===== src/rtl/uart_rx_buffered.sv =====
// rtl/uart_rx_buffered.sv - UART receiver with one-byte holding register and error strobes.
// Optional even-parity bit enabled by defining UART_RX_PARITY_EN.
module uart_rx_buffered #(
    parameter int CLKS_PER_BIT = 868
) (
    input  logic       i_Clock,
    input  logic       i_Reset,
    input  logic       i_RX_Serial,
    input  logic       i_RX_Ready,
    output logic       o_RX_Valid,
    output logic [7:0] o_RX_Byte,
    output logic       o_RX_Active,
    output logic       o_Frame_Err,
    output logic       o_Overrun,
    output logic       o_Parity_Err
);

    localparam logic [15:0] HALF_BIT = 16'((CLKS_PER_BIT - 1) / 2);
    localparam logic [15:0] LAST_CLK = 16'(CLKS_PER_BIT - 1);

    typedef enum logic [2:0] {
        IDLE,
        START,
        DATA,
        PARITY,
        STOP
    } state_t;

    state_t      state, state_next;
    logic        sync_1, sync_2;
    logic [15:0] count, count_next;
    logic [2:0]  bit_idx, bit_idx_next;
    logic [7:0]  shift, shift_next;
    logic        complete;
    logic        frame_err;
`ifdef UART_RX_PARITY_EN
    logic        par_bit, par_bit_next;
    logic        parity_err;
`endif

    assign o_RX_Active = (state != IDLE);

    always_comb begin
        state_next   = state;
        count_next   = count;
        bit_idx_next = bit_idx;
        shift_next   = shift;
        complete     = 1'b0;
        frame_err    = 1'b0;
`ifdef UART_RX_PARITY_EN
        par_bit_next = par_bit;
        parity_err   = 1'b0;
`endif
        case (state)
            IDLE: begin
                count_next   = 16'd0;
                bit_idx_next = 3'd0;
                if (!sync_2) begin
                    state_next = START;
                end
            end
            START: begin
                if (count == HALF_BIT) begin
                    count_next = 16'd0;
                    // A line that is high again at mid-start was only a glitch
                    state_next = sync_2 ? IDLE : DATA;
                end else begin
                    count_next = count + 16'd1;
                end
            end
            DATA: begin
                if (count == LAST_CLK) begin
                    count_next   = 16'd0;
                    shift_next   = {sync_2, shift[7:1]};
                    bit_idx_next = bit_idx + 3'd1;
                    if (bit_idx == 3'd7) begin
`ifdef UART_RX_PARITY_EN
                        state_next = PARITY;
`else
                        state_next = STOP;
`endif
                    end
                end else begin
                    count_next = count + 16'd1;
                end
            end
            PARITY: begin
`ifdef UART_RX_PARITY_EN
                if (count == LAST_CLK) begin
                    count_next   = 16'd0;
                    par_bit_next = sync_2;
                    state_next   = STOP;
                end else begin
                    count_next = count + 16'd1;
                end
`else
                state_next = IDLE;
`endif
            end
            STOP: begin
                if (count == LAST_CLK) begin
                    count_next = 16'd0;
                    // Leave immediately so a start bit half a bit later is still seen
                    state_next = IDLE;
                    if (!sync_2) begin
                        frame_err = 1'b1;
`ifdef UART_RX_PARITY_EN
                    end else if ((^shift) != par_bit) begin
                        parity_err = 1'b1;
`endif
                    end else begin
                        complete = 1'b1;
                    end
                end else begin
                    count_next = count + 16'd1;
                end
            end
            default: state_next = IDLE;
        endcase
    end

    always_ff @(posedge i_Clock) begin
        if (i_Reset) begin
            sync_1      <= 1'b1;
            sync_2      <= 1'b1;
            state       <= IDLE;
            count       <= 16'd0;
            bit_idx     <= 3'd0;
            shift       <= 8'h00;
            o_RX_Valid  <= 1'b0;
            o_RX_Byte   <= 8'h00;
            o_Frame_Err <= 1'b0;
            o_Overrun   <= 1'b0;
        end else begin
            sync_1      <= i_RX_Serial;
            sync_2      <= sync_1;
            state       <= state_next;
            count       <= count_next;
            bit_idx     <= bit_idx_next;
            shift       <= shift_next;
            o_Frame_Err <= frame_err;
            o_Overrun   <= complete && o_RX_Valid && !i_RX_Ready;
            // A handshake in the completion cycle frees the register for the new byte
            if (complete && (!o_RX_Valid || i_RX_Ready)) begin
                o_RX_Byte  <= shift;
                o_RX_Valid <= 1'b1;
            end else if (o_RX_Valid && i_RX_Ready) begin
                o_RX_Valid <= 1'b0;
            end
        end
    end

`ifdef UART_RX_PARITY_EN
    always_ff @(posedge i_Clock) begin
        if (i_Reset) begin
            par_bit      <= 1'b0;
            o_Parity_Err <= 1'b0;
        end else begin
            par_bit      <= par_bit_next;
            o_Parity_Err <= parity_err;
        end
    end
`else
    assign o_Parity_Err = 1'b0;
`endif

endmodule

===== config.mk =====
export PLATFORM = sky130hd
export DESIGN_NAME = uart_rx_buffered
export DESIGN_NICKNAME = d
export VERILOG_FILES = /design/src/rtl/uart_rx_buffered.sv
export SDC_FILE = /design/constraint.sdc
export NUM_CORES = 1
export LEC_CHECK = 0
export CORE_AREA = 2 2 63 65
export DETAILED_ROUTE_END_ITERATION = 12
export DIE_AREA = 0 0 65 67
export HOLD_SLACK_MARGIN = 0.12
export PLACE_DENSITY = 0.83
export SLEW_MARGIN = 30
export SYNTH_ARGS = -nofsm -noshare
export SYNTH_HDL_FRONTEND = slang
export SYNTH_SLANG_ARGS = --single-unit

===== constraint.sdc =====
create_clock -name i_Clock -period 3.4 [get_ports i_Clock]
set_input_delay 0.68 -clock i_Clock [delete_from_list [all_inputs] [get_ports i_Clock]]
set_output_delay 0.68 -clock i_Clock [all_outputs]
set_load 0.1 [all_outputs]

==> impl_metrics.env <==
export IMPL_setup_viol=0
export IMPL_grt_first_pass_wirelength_um=6140
export IMPL_cp_data_arrival_time_ns=2.64
export IMPL_die_w_um=65
export IMPL_holdWs_ns=0.418
export IMPL_syn_inst=212
export IMPL_final_setup_worst_slack_ns=0.928
export IMPL_ff2ff_setup_slack_ns=0.93
export IMPL_r2r_end="count[10]"
export IMPL_ant_nets=0
export IMPL_dr_pass1_iters=4
export IMPL_timing_rr_start="count[14]"
export IMPL_worstSetupPathType="flip-flop to flip-flop"
export IMPL_clock_sinks=43
export IMPL_p_leak_nw=0.841
export IMPL_min_from="sync_1"
export IMPL_synth_edf_count=0
export IMPL_period_needed_ns=2.47
export IMPL_io_pins=17
export IMPL_io_buffers=15
export IMPL_start_kind="flip-flop"
export IMPL_antenna_found_initial=0
export IMPL_required_ns=3.57
export IMPL_clk_path_buf_depth=2
export IMPL_fin_tns_setup_ns=0
export IMPL_p_per_area_nw_per_um2=454
export IMPL_wl_um=3660
export IMPL_final_nets=235
export IMPL_grt_usage_pct=18.5
export IMPL_num_vias=1540
export IMPL_chipHeight_um=67
export IMPL_syn_avg_cell_area_um2=9.15
export IMPL_diodes=0
export IMPL_cts_buffers=5
export IMPL_critPathMaxFanout=12
export IMPL_final_common_cell="dfxtp_1"
export IMPL_area_delta_synth_final_pct=14.3
export IMPL_core_area_um2=3610
export IMPL_worstRegToRegCells=5
export IMPL_postCtsSetupBuffers=0
export IMPL_grt_max_degree=32
export IMPL_tritoncts="built"
export IMPL_dp_slack_ns=0.918
export IMPL_rsz0062_at_grt="false"
export IMPL_overflow=0
export IMPL_min_path_type="flip-flop to flip-flop"
export IMPL_drcViolationCount=0
export IMPL_regArea_um2=861
export IMPL_finalCritPeriodShare_pct=72.7
export IMPL_yosysWarnings=0
export IMPL_cap_violations=0
export IMPL_ir_worst_vdd_mv=0.204
export IMPL_crit_path_end_kind="flip-flop"
export IMPL_final_cell_mix="dfxtp_1 (43), nor2_1 (35), nand2_1 (21)"
export IMPL_ctsHoldBuffers=0
export IMPL_finalClockSkew_ns=0.00638
export IMPL_outcome="finished, final reports clean"
export IMPL_synth_ff_type="dfxtp_1"
export IMPL_synth_seq_cells=43
export IMPL_synth_cell_types=44
export IMPL_tightest_slew_ns=0.966
export IMPL_via_per_inst=5.58
export IMPL_fp_row_count=22
export IMPL_ys_seq_area_share_pct=44.4
export IMPL_globalplace_congestion=0.867
export IMPL_finalPower_mw=1.01
export IMPL_slew_headroom_pct=35.4
export IMPL_holdPathEnd="sync_2"
export IMPL_drive_above_1_share_pct=9.65
export IMPL_cts_max_level=2
export IMPL_fmax_mhz=405
export IMPL_clock_root_buffer="clkbuf_8"
export IMPL_cts_resized=0
export IMPL_start_util_pct=53.8
export IMPL_grt_pass1_vias=1360
export IMPL_syn_nets=220
export IMPL_multi_input_area_um2=993
export IMPL_worstHoldPathCells=1
export IMPL_die_area_um2=4360
export IMPL_synth_async_reset_ratio_pct=0
export IMPL_hold_viol=0
export IMPL_first_iter_violations=75
export IMPL_wl_per_cell_um=13.3
export IMPL_syn_area_um2=1940
export IMPL_clock_latency_ns=0.30
export IMPL_dp_hpwl_um=2500
export IMPL_fillCellCount=314
export IMPL_finalMaxSlewViolations=0
export IMPL_clkTransAtPathRegs_ns=0.08
## power by group
group	internal (mW)	switching, mW
sequential	0.505	0.00299
clock	0.294	0.174
combinational	0.00922	0.0216
## logic make-up (layout without fill, tap and decap cells)
logic type      after synthesis  count (layout)  share of synthesized area, %
other cells                   1               1                         0.193
simple gates                106             106                          28.3
buf+inv                      11              27                          4.39
compound gates               19              19                          6.26
xor+xnor                     10              10                          4.52
mux                          16              16                          8.32
fa+ha+maj                     6               6                          3.68
flops                        43              43                          44.4
## cells in the mapped netlist, drive strengths merged (2+ instances only)
cell    number  area share [%]
nand2b       3            0.97
ha           4             2.6
nand3       15             4.1
or4          4             2.1
dfxtp       43              44
or3          4             1.4
inv          2            0.39
nand4        4             1.3
or2          3            0.97
nor4         6             2.7
xor2         5             2.3
mux2i       15             7.7
maj3         2             1.1
clkbuf       3            0.58
nor3         4             1.0
nand2       21             4.1
o21ai        2            0.71
a31oi        4             1.3
o22a         2            0.90
nor2        35             6.8
xnor2        5             2.3
buf          6             3.4
a21oi        7             1.8
nor2b        2            0.65
## how the worst max path moves through the flow
stage / startpoint / to / depth (start not counted)
6_report: count[14] / count[10] / 5
5_1_grt: count[2] / count[10] / 5
4_1_cts: count[2] / count[10] / 5
3_5_place_dp: count[2] / count[4] / 5
3_3_place_gp: count[14] / count[11] / 5
2_1_floorplan: count[14] / count[2] / 6
## flip-flops by register name, indices dropped and copies added, names as in the netlist
register     cells
shift            8
o_RX_Valid       1
sync_1           1
sync_2           1
state            3
o_Frame_Err      1
o_RX_Byte        8
count           16
bit_idx          3
o_Overrun        1
## metal layers
| metal | track usage (%) | up-vias | part of all wire (%) |
|---|---|---|---|
| met1 | 21.9 | 717 | 45 |
| met4 | 8.51 | 0 | 1.1 |
| met3 | 5.57 | 4 | 5.1 |
| met2 | 30.5 | 46 | 48 |
| li1 | - | 773 | - |
| met5 | 0 | - | 0 |
## area by class of cell
type                            instances  share of cell area, %
Timing Repair Buffer                   17                   7.34
Clock buffer                            6                   3.27
Multi-Input combinational cell        158                   44.8
Sequential cell                        43                   38.8
Tap cell                               48                   2.71
Inverter                                2                  0.339
Clock inverter                          2                   2.71
## through the flow
stage               instances  utilization [%]  cell area [um2]
floorplan                 212                -             1940
global placement          268             57.8             2080
detailed placement        268             57.8             2080
CTS                       276             61.5             2220
global route              276             61.5             2220
finish                    276             61.5             2220
## critical path, cell delays in order (launching register included)
cell and delay (ns):
dfxtp_1 0.35, or4_4 0.58, or4_4 0.56, maj3_2 0.33
o21ai_2 0.42, nor2_1 0.10
(Power assumes the default switching activity.)
